## config.mk

```make
export PLATFORM = sky130hd
export DESIGN_NAME = id_ex_forward_stage
export DESIGN_NICKNAME = d
export VERILOG_FILES = /design/src/rtl/id_ex_forward_stage.sv
export SDC_FILE = /design/constraint.sdc
export NUM_CORES = 1
export LEC_CHECK = 0
export BUFFER_PORTS_ARGS = -buffer_cell sky130_fd_sc_hd__clkbuf_2
export CAP_MARGIN = 20
export CORE_MARGIN = 2
export CORE_UTILIZATION = 40
export CTS_CLUSTER_SIZE = 30
export DETAILED_ROUTE_END_ITERATION = 10
export PLACE_DENSITY = 0.73
export SYNTH_ARGS = -nofsm -noshare
export SYNTH_HDL_FRONTEND = slang
export SYNTH_SLANG_ARGS = --single-unit
```

## constraint.sdc

```tcl
create_clock -name clk -period 9.2 [get_ports clk]
set_input_delay 1.84 -clock clk [delete_from_list [all_inputs] [get_ports clk]]
set_output_delay 1.84 -clock clk [all_outputs]
set_load 0.03 [all_outputs]
```

## src/rtl/id_ex_forward_stage.sv

```systemverilog
// ID/EX pipeline register with operand-forwarding select generation,
// load-use stall detection and a saturating bubble counter.
//
// Forward select encoding (operand mux in EX):
//   00 = register-file value captured in ID/EX
//   01 = EX/MEM ALU result
//   10 = MEM/WB write-back data
// 11 is never produced.
module id_ex_forward_stage #(
  parameter int unsigned CTRL_W = 8,
  parameter int unsigned CNT_W  = 16
) (
  input  logic              clk,
  input  logic              rst,

  // Decoded instruction from ID
  input  logic              id_valid,
  input  logic [4:0]        id_rs,
  input  logic [4:0]        id_rt,
  input  logic [4:0]        id_rd,
  input  logic              id_uses_rt,
  input  logic [31:0]       id_rs_data,
  input  logic [31:0]       id_rt_data,
  input  logic [31:0]       id_imm,
  input  logic              id_mem_read,
  input  logic              id_reg_write,
  input  logic [CTRL_W-1:0] id_ctrl,

  // Squash the instruction entering EX
  input  logic              flush,

  // Later-stage destination info
  input  logic              exmem_reg_write,
  input  logic [4:0]        exmem_rd,
  input  logic              memwb_reg_write,
  input  logic [4:0]        memwb_rd,
  input  logic [31:0]       memwb_data,

  // Registered EX-stage view
  output logic              ex_valid,
  output logic              ex_mem_read,
  output logic              ex_reg_write,
  output logic [4:0]        ex_rs,
  output logic [4:0]        ex_rt,
  output logic [4:0]        ex_rd,
  output logic [31:0]       ex_rs_data,
  output logic [31:0]       ex_rt_data,
  output logic [31:0]       ex_imm,
  output logic [CTRL_W-1:0] ex_ctrl,

  // Operand mux selects, stall and bubble statistics
  output logic [1:0]        fwd_a_sel,
  output logic [1:0]        fwd_b_sel,
  output logic              stall,
  output logic [CNT_W-1:0]  bubble_cnt
);

  localparam logic [1:0] SEL_RF    = 2'b00;
  localparam logic [1:0] SEL_EXMEM = 2'b01;
  localparam logic [1:0] SEL_MEMWB = 2'b10;

  logic        load_bubble;
  logic        wb_hit_rs;
  logic        wb_hit_rt;
  logic [31:0] rs_data_byp;
  logic [31:0] rt_data_byp;
  logic        cnt_sat;

  // Load-use hazard: the load in EX has not produced its data yet, so ID must wait a cycle.
  always_comb begin
    stall = ex_valid & ex_mem_read & (ex_rd != 5'd0) & id_valid &
            ((ex_rd == id_rs) | (id_uses_rt & (ex_rd == id_rt)));
  end

  // A bubble is loaded on flush or stall; flush covers the same edge without a second bubble.
  assign load_bubble = flush | stall;

  // Write-back bypass so a same-cycle register-file write is not missed by the ID read.
  always_comb begin
    wb_hit_rs   = memwb_reg_write & (memwb_rd != 5'd0) & (memwb_rd == id_rs);
    wb_hit_rt   = memwb_reg_write & (memwb_rd != 5'd0) & (memwb_rd == id_rt);
    rs_data_byp = wb_hit_rs ? memwb_data : id_rs_data;
    rt_data_byp = wb_hit_rt ? memwb_data : id_rt_data;
  end

  // Pipeline register capture: reset > bubble > normal.
  always_ff @(posedge clk or posedge rst) begin
    if (rst) begin
      ex_valid     <= 1'b0;
      ex_mem_read  <= 1'b0;
      ex_reg_write <= 1'b0;
      ex_rs        <= 5'd0;
      ex_rt        <= 5'd0;
      ex_rd        <= 5'd0;
      ex_rs_data   <= 32'd0;
      ex_rt_data   <= 32'd0;
      ex_imm       <= 32'd0;
      ex_ctrl      <= '0;
    end else if (load_bubble) begin
      ex_valid     <= 1'b0;
      ex_mem_read  <= 1'b0;
      ex_reg_write <= 1'b0;
      ex_rs        <= 5'd0;
      ex_rt        <= 5'd0;
      ex_rd        <= 5'd0;
      ex_rs_data   <= 32'd0;
      ex_rt_data   <= 32'd0;
      ex_imm       <= 32'd0;
      ex_ctrl      <= '0;
    end else begin
      // Flags are qualified by id_valid so an empty slot never reads memory or writes a register.
      ex_valid     <= id_valid;
      ex_mem_read  <= id_valid & id_mem_read;
      ex_reg_write <= id_valid & id_reg_write;
      ex_rs        <= id_rs;
      ex_rt        <= id_rt;
      ex_rd        <= id_rd;
      ex_rs_data   <= rs_data_byp;
      ex_rt_data   <= rt_data_byp;
      ex_imm       <= id_imm;
      ex_ctrl      <= id_ctrl;
    end
  end

  assign cnt_sat = &bubble_cnt;

  // Count stall/flush bubbles only; saturate instead of wrapping.
  always_ff @(posedge clk or posedge rst) begin
    if (rst) begin
      bubble_cnt <= '0;
    end else if (load_bubble && !cnt_sat) begin
      bubble_cnt <= bubble_cnt + CNT_W'(1);
    end
  end

  // Operand A select: EX/MEM wins over MEM/WB; register 0 is never forwarded.
  always_comb begin
    fwd_a_sel = SEL_RF;
    if (ex_valid && exmem_reg_write && (exmem_rd != 5'd0) && (exmem_rd == ex_rs)) begin
      fwd_a_sel = SEL_EXMEM;
    end else if (ex_valid && memwb_reg_write && (memwb_rd != 5'd0) && (memwb_rd == ex_rs)) begin
      fwd_a_sel = SEL_MEMWB;
    end
  end

  // Operand B select: same rule applied to rt.
  always_comb begin
    fwd_b_sel = SEL_RF;
    if (ex_valid && exmem_reg_write && (exmem_rd != 5'd0) && (exmem_rd == ex_rt)) begin
      fwd_b_sel = SEL_EXMEM;
    end else if (ex_valid && memwb_reg_write && (memwb_rd != 5'd0) && (memwb_rd == ex_rt)) begin
      fwd_b_sel = SEL_MEMWB;
    end
  end

endmodule
```

After elaboration in Yosys (flattened, before gate mapping)
Cells that the tools add are included.
{"block": "op_classes", "n_addsub": 1, "eq_ne": 8, "n_mux": 16, "bitwise_logic": 12, "reduce_logical": 14}
{"cell": "32-bit 2-to-1 mux", "n": 5}
{"cell": "5-bit equality test", "n": 8}
{"cell": "16-bit by 1-bit adder with 16-bit output, second input constant", "n": 1}
{"cell": "16-bit AND reduction", "n": 1}
{"cell": "5-bit 2-to-1 mux", "n": 3}
{"cell": "5-bit nonzero test", "n": 3}
{"cell": "1-bit bitwise AND", "n": 10}
{"cell": "1-bit logical AND", "n": 9}
{"cell": "2-bit 2-to-1 mux", "n": 4}
{"cell": "8-bit 2-to-1 mux", "n": 1}
{"cell": "1-bit 2-to-1 mux", "n": 3}
{"cell": "1-bit OR", "n": 2}
{"cell": "1-bit zero test", "n": 1}
{"block": "word_totals", "reg_bits": 138, "inputBits": 170, "out_inout_bits": 143, "elab_cells": 62}

Longest topological paths before layout
Gate-level depths: netlist of run 1.
{"block": "depth", "word_depth": 6, "depth_mapped": 8, "depth_no_buf": 7}

Worst setup path after synthesis of run 1
No wires, ideal clock.
{"block": "synth_timing", "path_type": "input port to output port", "start": "input port exmem_rd[4]", "end": "output port fwd_a_sel[1]", "arrival_ps": 3542, "required_ps": 7360, "path_slack_ps": 3818, "cell_stages": 4, "n_path_buf": 0, "path_cell_list": "xnor2_1 nand3_1 nor4_1 nor3_1"}
{"block": "synth_via", "elab_chain_cells": 4, "elab_cells_between_ends": 5, "cone_classes": "eq/ne (1); mux (1); reduce/logical (3)"}
{"item": "from (decl)", "line": "34", "source": "input logic [4:0] exmem_rd,"}
{"item": "5-bit nonzero test", "line": "139", "source": "if (ex_valid && exmem_reg_write && (exmem_rd != 5'd0) && (exmem_rd == ex_rs)) begin"}
{"item": "1-bit logical AND", "line": "139"}
{"item": "1-bit logical AND (*)", "line": "139"}
{"item": "2-bit 2-to-1 mux (*)", "line": "139"}
{"item": "to (decl)", "line": "52", "source": "output logic [1:0] fwd_a_sel,"}
Mark *: on every way between the ends. The rest lies on a longest branch, timed or not.

Worst setup path after layout of run 1
{"block": "layout_timing", "start": "input port exmem_rd[1]", "end": "output port fwd_a_sel[1]"}
Same word-level chain as after synthesis.

==> results of run 1 <==
metal layers:
| metal | track usage | up-vias | share of wire |
|---|---|---|---|
| met4 | 0.05882 | 0 | 0.014 |
| met5 | 0 | - | 0 |
| met3 | 0.06959 | 18 | 0.083 |
| met1 | 0.2299 | 2223 | 0.38 |
| met2 | 0.3349 | 188 | 0.52 |
| li1 | - | 2189 | - |
layout make-up:
type | instances | area share
flip-flops and latches | 138 | 0.4270
inverters | 2 | 0.001547
clock buffers | 20 | 0.05647
clock inverters | 12 | 0.01717
repair buffers | 316 | 0.1968
multi-input cells | 312 | 0.2726
well taps | 184 | 0.02847
placed cells by master, fill, tap and decap left out, drive strengths merged, types with 9 or more instances in the layout:
cell type / instances
clkbuf: 332
dfrtp: 138
nor2: 70
mux2i: 64
and2: 56
xnor2: 29
xor2: 24
nand3: 21
nand2: 10
nor3: 9
per-stage QoR:
step | std cells | power, W | util | hold WS, ps
6_report | 984 | 0.001638 | 0.5607 | 499.0
2_1_floorplan | 478 | 0.0008656 | - | 663.5
5_1_grt | 984 | 0.001718 | 0.5607 | 545.6
4_1_cts | 984 | 0.001661 | 0.5607 | 498.7
3_5_place_dp | 952 | 0.0009754 | 0.5194 | 489.8
3_3_place_gp | 952 | 0.0009702 | 0.5194 | 479.7
flip-flops by register name, indices dropped and copies added (netlist names):
signal,cells
ex_mem_read,1
bubble_cnt,16
ex_rd,5
ex_rs_data,32
ex_rt_data,32
ex_rs,5
ex_imm,32
ex_valid,1
ex_ctrl,8
ex_reg_write,1
ex_rt,5
power by group:
part / switching, W / total, W / leakage (nW) / internal [W]
combinational: 0.000179 / 0.000278 / 2.05 / 0.0000992
clock: 0.000260 / 0.000677 / 0.280 / 0.000416
sequential: 0.0000326 / 0.000683 / 1.79 / 0.000650
total: 0.000472 / 0.00164 / 4.12 / 0.00117
critical path, delay by kind of cell:
| kind | cells | cell delay [ps] |
|---|---|---|
| AO/OA/AOI/OAI | 1 | 200 |
| buffers and inverters | 2 | 340 |
| AND/OR/NAND/NOR | 3 | 800 |
kinds of logic (layout without fill, tap and decap cells):
group | count (synthesis) | count (layout) | share of synthesized area
multiplexers | 66 | 66 | 0.1141
flip-flops | 138 | 138 | 0.5908
XOR/XNOR | 53 | 53 | 0.07941
buffers and inverters | 28 | 350 | 0.03339
AO/OA/AOI/OAI | 7 | 7 | 0.01370
AND/OR/NAND/NOR | 185 | 185 | 0.1665
adder cells (fa/ha/maj) | 1 | 1 | 0.002140
worst paths after layout:
kind	endpoint	slack [ps]
max in group asynchronous	bubble_cnt[14]	6370
min in group asynchronous	ex_rs_data[12]	1500
hold reg to reg	bubble_cnt[7]	500
hold / removal	bubble_cnt[7]	500
setup reg to reg	bubble_cnt[1]	6570
setup / recovery	fwd_a_sel[1]	4170
==> impl.org, run 1 <==
** Power
- Dividing total power by cell area gives a power density of 202.5 nW/um2.
- For this design the static power due to leakage is 4.115 nW.
- IR analysis of the VDD net gives a maximum drop of 0.0001406 V.

** Timing
- Setup repair after global routing left no endpoint under its margin.
- For this run, the top clock speed supported by timing is 0.1988 GHz.
- Number of hold violations in the final report :: 0
- The clock arrives with 7.481 ps of skew.
- Final worst-path setup slack :: 4170 ps
- Measured against its own limit, the worst slew margin works out to 0.3926.
- The smallest clock period supported by the final layout is computed as 5030 ps.
- Number of pins exceeding their max-slew limit in the final report :: 0
- Final setup fails :: 0
- Of the available clock period, the critical path in the final layout requires 0.5467.
- Worst Tran Pin Value :: 911.2 ps
- Setup TNS :: 0 ps

** Detailed routing
- DRC violation total after the first TritonRoute iteration :: 148
- Dividing the detail-routed wire length by the instance count gives 15.20 um.
- Before antenna repair, the detailed router went through 4 iterations.
- Per-cell via count in the routed design :: 4.693
- Vias post-DR :: 4618
- WL final :: 14960 um
- In the routed design, unresolved DRC markers number 0.
- Once detail routing completed, the nets flagged for antenna violations numbered 0.

** Min path
- Hold depth :: 1
- Start point of the worst hold path :: bubble_cnt[7]
- The tightest min-delay check is of the flop to flop type.

** Die
- The initial utilization of the core area, before any placement, comes to 0.4053.
- In this run the horizontal extent of the chip is 124.9 um.
- The floorplan step defined a die boundary enclosing 15600 um2.
- The floorplan step set the die height to 124.9 um.
- Core Rows :: 44
- 313 I/O pins were placed.
- Placeable Area :: 14420 um2

** Setup path
- Classification of the worst setup path :: input port to primary output
- Tracing the worst setup path back leads to its startpoint at exmem_rd[1].
- The startpoint identified for the worst register-to-register timing path is ex_rd[3].
- Element type at the critical path end :: primary output
- For the worst flop-to-flop path, the logic depth is 7.
- Crit path cell chain :: clkbuf_2 > or4_1 > o211ai_1 > nor4_1 > nor3_1 > clkbuf_2
- The largest single stage delay on the critical path is 510 ps.
- For the worst setup path, the data arrival time is 3190 ps.
- Most prevalent standard cell on the critical path :: sky130_fd_sc_hd__clkbuf_2
- Data on the critical path is required at its endpoint by 7360 ps.
- STA classifies the critical path startpoint as an input port.
- The largest individual stage delay along the critical path comes from the cell sky130_fd_sc_hd__or4_1.
- Highest net fanout along the worst path :: 3

** Place
- OpenSTA, run right after detailed placement, puts the worst setup slack at 4155 ps.
- Total of buffers placed on input and output ports :: 312
- Once placement finished, the instance area stood at 7492 um2.
- Half-perimeter wire length after placement :: 11150 um
- Placer's final routability congestion estimate :: 0.9120

** Finish
- Summing all multi-input logic gate instances after layout gives 2205 um2.
- The number of antenna diodes in the final layout is 0.
- The layout has 1317 filler cells.
- Area Overhead vs Synth :: 38.36%
- Final design instance area without fill :: 8088 um2
- In the final design database the tool counted 958 nets.
- In the final layout, the share of cells above drive strength 1 is 0.4475.
- FF+latch area :: 3453 um2

** Clock network
- Setup repair bufs after CTS :: 0
- Counting every sink on the clock net gives 138.
- After clock tree synthesis, the clock-pin slew on the worst setup and hold paths is 60 ps.
- Buffer type at the clock tree root :: sky130_fd_sc_hd__clkbuf_16
- Clk_lat worst skew :: 410 ps
- In this run, post-CTS repair resized a total of 0 instances.
- The clock tree synthesis step divided the H-tree into 4 levels.
- The longest clock path from root to sink contains 2 buffers.
- TritonCTS clock tree :: done
- Clock buffer count from CTS :: 17
- Hold-fix buffers, CTS :: 0

** Global route
- Largest net degree at the start of global routing :: 78
- GRT Util Overall :: 0.1949
- The first global-routing pass estimated 23980 um of wire.
- The via count of the first global-routing pass came to 4598.
- Antenna violations before repair :: 0
- Residual overflow from global routing :: 0

** Synth
- Unique masters post-synth :: 34
- Synth top area share :: 0.5908
- Yosys mapped a number of flops with a built-in enable equal to 0.
- The synthesized design spends more area on one cell type than any other, namely sky130_fd_sc_hd__dfrtp_1.
- The synthesized netlist occupies a cell area of 5846 um2.
- Main area contributors after synthesis :: sky130_fd_sc_hd__dfrtp_1 (59%), sky130_fd_sc_hd__mux2i_1 (11%), sky130_fd_sc_hd__and2_1 (6.0%)
- The average instance in the mapped netlist occupies 12.23 um2.
- Net count after synthesis :: 649
- The share of the Yosys chip area taken by registers is 0.5908.
- Counting instances in the post-synthesis netlist gives the leading cell types as sky130_fd_sc_hd__dfrtp_1 (138), sky130_fd_sc_hd__nor2_1 (70), sky130_fd_sc_hd__mux2i_1 (64).
- Flip-flop and latch count after synthesis :: 138
- Fraction of synthesis flops using an asynchronous set or reset pin :: 1.000
- Synthesized netlist cell count :: 478
- Leading cell type by number of instances after synthesis :: sky130_fd_sc_hd__dfrtp_1
- Count of warnings emitted by yosys :: 0
- For this run, the leading register cell type out of synthesis is sky130_fd_sc_hd__dfrtp_1.

** Job
- The tool flagged a number of max-cap violations equal to 0.

** Run status
- The flow ran to the end, and the final reports show no timing, DRC or antenna violations.
No activity file was read; power rests on OpenSTA's default activity.
==> inputs of run 2 (changes only) <==
--- a/config.mk
+++ b/config.mk
@@ -5,13 +5,14 @@
 export SDC_FILE = /design/constraint.sdc
 export NUM_CORES = 1
 export LEC_CHECK = 0
+export ABC_AREA = 1
 export BUFFER_PORTS_ARGS = -buffer_cell sky130_fd_sc_hd__clkbuf_2
 export CAP_MARGIN = 20
 export CORE_MARGIN = 2
 export CORE_UTILIZATION = 40
 export CTS_CLUSTER_SIZE = 30
 export DETAILED_ROUTE_END_ITERATION = 10
-export PLACE_DENSITY = 0.73
+export PLACE_DENSITY = 0.71
 export SYNTH_ARGS = -nofsm -noshare
 export SYNTH_HDL_FRONTEND = slang
 export SYNTH_SLANG_ARGS = --single-unit
==> constraint.sdc (replaced) <==
create_clock -name clk -period 5 [get_ports clk]
set_input_delay 1 -clock clk [delete_from_list [all_inputs] [get_ports clk]]
set_output_delay 1 -clock clk [all_outputs]
set_load 0.03 [all_outputs]
==> impl.org, run 2 <==
** Min path
- HP Class :: flop to flop
- The worst hold path begins at bubble_cnt[9].

** Timing
- Post-route minimum period :: 3013 ps
- Worst hold margin :: 539.9 ps
- Setup TNS :: 0 ps
- Number of pins exceeding their max-slew limit in the final report :: 0
- Worst-case clock skew :: 10.47 ps
- Unrepaired setup endpoints after global routing :: false
- For the pin with the worst max-slew slack, the measured transition is 663.0 ps.
- Final period utilization :: 0.6026
- In this run the tightest slew margin relative to its limit is 0.5580.
- The final count of hold timing violations was 0.
- Derived from the worst setup path, the maximum achievable clock frequency is 0.3319 GHz.
- Final setup fails :: 0

** Setup path
- Crit path DAT :: 2010 ps
- In this run the critical register-to-register path is launched from ex_rd[4].
- Classification of the worst setup path :: input port to primary output
- The most critical setup path has its startpoint at memwb_rd[2].
- STA classifies the critical path endpoint as a primary output.
- Highest net fanout along the worst path :: 5
- For the worst setup path, the data required time is 4000 ps.
- Setup slack of the worst register-to-register path :: 2690 ps
- The worst setup path is launched from an input port.

** Detailed routing
- Per-cell via count in the routed design :: 4.795
- Dividing the detail-routed wire length by the instance count gives 15.23 um.
- The first TritonRoute pass finished after 4 iterations.
- WL final :: 18920 um
- DRC violation total after the first TritonRoute iteration :: 284
- DRC Markers :: 0
- Vias post-DR :: 5956
- In this run the remaining antenna-violating nets after routing total 0.

** Synth
- After synthesis, the largest family of logic cells by area is simple AND/OR/NAND/NOR gates.
- By instance count, the leading cell after synthesis is sky130_fd_sc_hd__dfrtp_1.
- The mapped netlist covers 6564 um2.
- Sequential-to-total area share from yosys stat :: 0.5261
- After synthesis, the share of cell area in mux cells is 0.
- Sorting the synthesized cells by area gives the leading types as sky130_fd_sc_hd__dfrtp_1 (53%), sky130_fd_sc_hd__nand4_1 (6.6%), sky130_fd_sc_hd__nand2_1 (6.5%).
- Unique masters post-synth :: 27
- Count of warnings emitted by yosys :: 0
- Of the total synthesized cell area, the portion taken by XOR and XNOR cells is 0.05700.
- The synthesized design spends more area on one cell type than any other, namely sky130_fd_sc_hd__dfrtp_1.
- Dominant register cell in the synthesized netlist :: sky130_fd_sc_hd__dfrtp_1
- Fraction of synthesis flops using an asynchronous set or reset pin :: 1.000
- Of the post-synthesis cell area, the dominant cell type holds 0.5261.
- When the netlist entered floorplanning its net count stood at 890.
- Simple logic cell fraction of the synthesized area :: 0.2596
- Most used standard cells in the synthesized netlist :: sky130_fd_sc_hd__dfrtp_1 (138), sky130_fd_sc_hd__nand2_1 (113), sky130_fd_sc_hd__nor2_1 (82)
- Yosys mapped a number of flops with a built-in enable equal to 0.
- A synthesized cell averages 9.129 um2.
- Of the total synthesized cell area, the portion taken by full adders, half adders and majority gates is 0.001906.
- Synthesized netlist cell count :: 719
- Flip-flop and latch count after synthesis :: 138
- Compound-Gate Fraction of Synth Area :: 0.05795

** Power
- For this design the ratio of total power to cell area is 352.8 nW/um2.
- Summed over all cells, the static leakage comes to 4.845 nW.
- The share of total power dissipated in the clock network is 0.423.
- Of the total power, the share spent switching nets is 0.3001.
- In this run the power spent charging and discharging nets is 0.0009276 W.
- Cell Int Power :: 0.002163 W
- The share of total power dissipated in combinational logic is 0.175.
- Power share of the sequential group :: 0.402
- Peak VDD IR :: 0.0002742 V

** Clock network
- Quantity of gates resized following cts :: 0
- Clk_lat worst skew :: 420 ps
- After clock tree synthesis, the clock-pin slew on the worst setup and hold paths is 60 ps.
- Hold repair after CTS inserted 0 buffers.
- TritonCTS clock tree :: done
- Setup repair bufs after CTS :: 0
- In this run, CTS created clock tree buffers numbering 17.
- The H-tree was split into 4 levels.
- CTS max path bufs :: 2
- In this run the clock root is driven by a sky130_fd_sc_hd__clkbuf_16.
- Sink Count :: 138

** Global route
- Antenna violations before repair :: 0
- Vias in the first global route :: 5909
- GRT Util Overall :: 0.2211
- Summed over all layers, the global routing overflow is 0.
- Largest net degree at the start of global routing :: 67
- The first global-routing pass estimated 30560 um of wire.

** Die
- The die covers 17450 um2.
- Row generation in the floorplan step produced 46 rows.
- In this run the horizontal extent of the chip is 132.1 um.
- 313 I/O pins were placed.
- The core region is 15940 um2.
- Measured along the y axis, the die boundary spans 132.1 um.
- The initial utilization of the core area, before any placement, comes to 0.4117.

** Finish
- Area Overhead vs Synth :: 33.45%
- In the final layout, the share of cells above drive strength 1 is 0.4055.
- Final standard cell count with taps included and fillers excluded :: 1242
- Fillcell total :: 1489
- Most frequent cells in the layout :: sky130_fd_sc_hd__clkbuf_2 (312), sky130_fd_sc_hd__dfrtp_1 (138), sky130_fd_sc_hd__nand2_1 (113)
- The library cell used most frequently in the layout, excluding fill and tap cells, is sky130_fd_sc_hd__clkbuf_2.
- The number of antenna diodes in the final layout is 0.
- Net total in the final layout :: 1184
- Largest registers :: ex_imm: 32 flops, ex_rs_data: 32 flops, ex_rt_data: 32 flops

** Job
- The tool flagged a number of max-cap violations equal to 0.

** Place
- Total of buffers placed on input and output ports :: 312
- Half-perimeter wire length after placement :: 13770 um
- Placer's final routability congestion estimate :: 0.8749
- Once placement completed, the tool counted placed cells totaling 1210.

** Run status
- The run finished with clean final reports.
-- run 2: critical path, stage by stage --
cell and delay (ps):
sky130_fd_sc_hd__clkbuf_2 200, sky130_fd_sc_hd__nor2_1 80, sky130_fd_sc_hd__nand3_1 80, sky130_fd_sc_hd__nand2_1 60, sky130_fd_sc_hd__inv_2 50, sky130_fd_sc_hd__nand2_1 40
sky130_fd_sc_hd__inv_1 70, sky130_fd_sc_hd__nand4_1 90, sky130_fd_sc_hd__nor2_1 120, sky130_fd_sc_hd__clkbuf_2 210
-- run 2: power groups by stage --
stage	sequential (W)	combinational [W]	clock, W
final	0.00124	0.000542	0.00131
after global routing	0.00125	0.000591	0.00139
after CTS	0.00124	0.000547	0.00133
after detailed placement	0.00126	0.000545	0
after global placement	0.00126	0.000539	0
after floorplan	0.00139	0.000213	0
-- run 2: final cells by class --
type	count	area [um2]	share of cell area
Timing Repair Buffer	321	1629	0.1860
Clock buffer	19	442.9	0.05056
Inverter	80	305.3	0.03485
Tap cell	216	270.3	0.03085
Multi-Input combinational cell	455	2491	0.2844
Sequential cell	138	3453	0.3942
Clock inverter	13	167.7	0.01914
-- run 2: cells by family (layout without fill, tap and decap cells) --
kind of cell	count (synthesis)	in the layout
AND/OR/NAND/NOR	346	346
flip-flops	138	138
buffers and inverters	126	433
AO/OA/AOI/OAI	67	67
XOR/XNOR	41	41
adder cells (fa/ha/maj)	1	1
-- run 2: metal layers --
layer / GRT usage / vias up / wire length (um)
met1: 0.2780 / 2781 / 7916
met2: 0.3736 / 254 / 9356
met3: 0.05536 / 23 / 1350
met4: 0.07307 / 0 / 294
met5: 0 / - / 0
li1: - / 2898 / -
-- run 2: final timing paths --
| path | to | cells after the start |
|---|---|---|
| max | fwd_b_sel[1] | 10 |
| min | bubble_cnt[9] | 2 |
| max reg2reg | bubble_cnt[10] | 11 |
| min reg2reg | bubble_cnt[9] | 2 |
| max in group asynchronous | ex_rs_data[6] | 3 |
| min in group asynchronous | ex_imm[12] | 2 |
-- run 2: through the flow --
stage | area, um2 | power (W) | utilization | setup WS [ps]
after floorplan | 6564 | 0.001608 | - | 303.8
after global placement | 8149 | 0.001799 | 0.5111 | 2032
after detailed placement | 8149 | 0.001805 | 0.5111 | 1984
after CTS | 8760 | 0.003119 | 0.5494 | 1982
after global routing | 8760 | 0.003226 | 0.5494 | 1905
final | 8760 | 0.003091 | 0.5494 | 1987
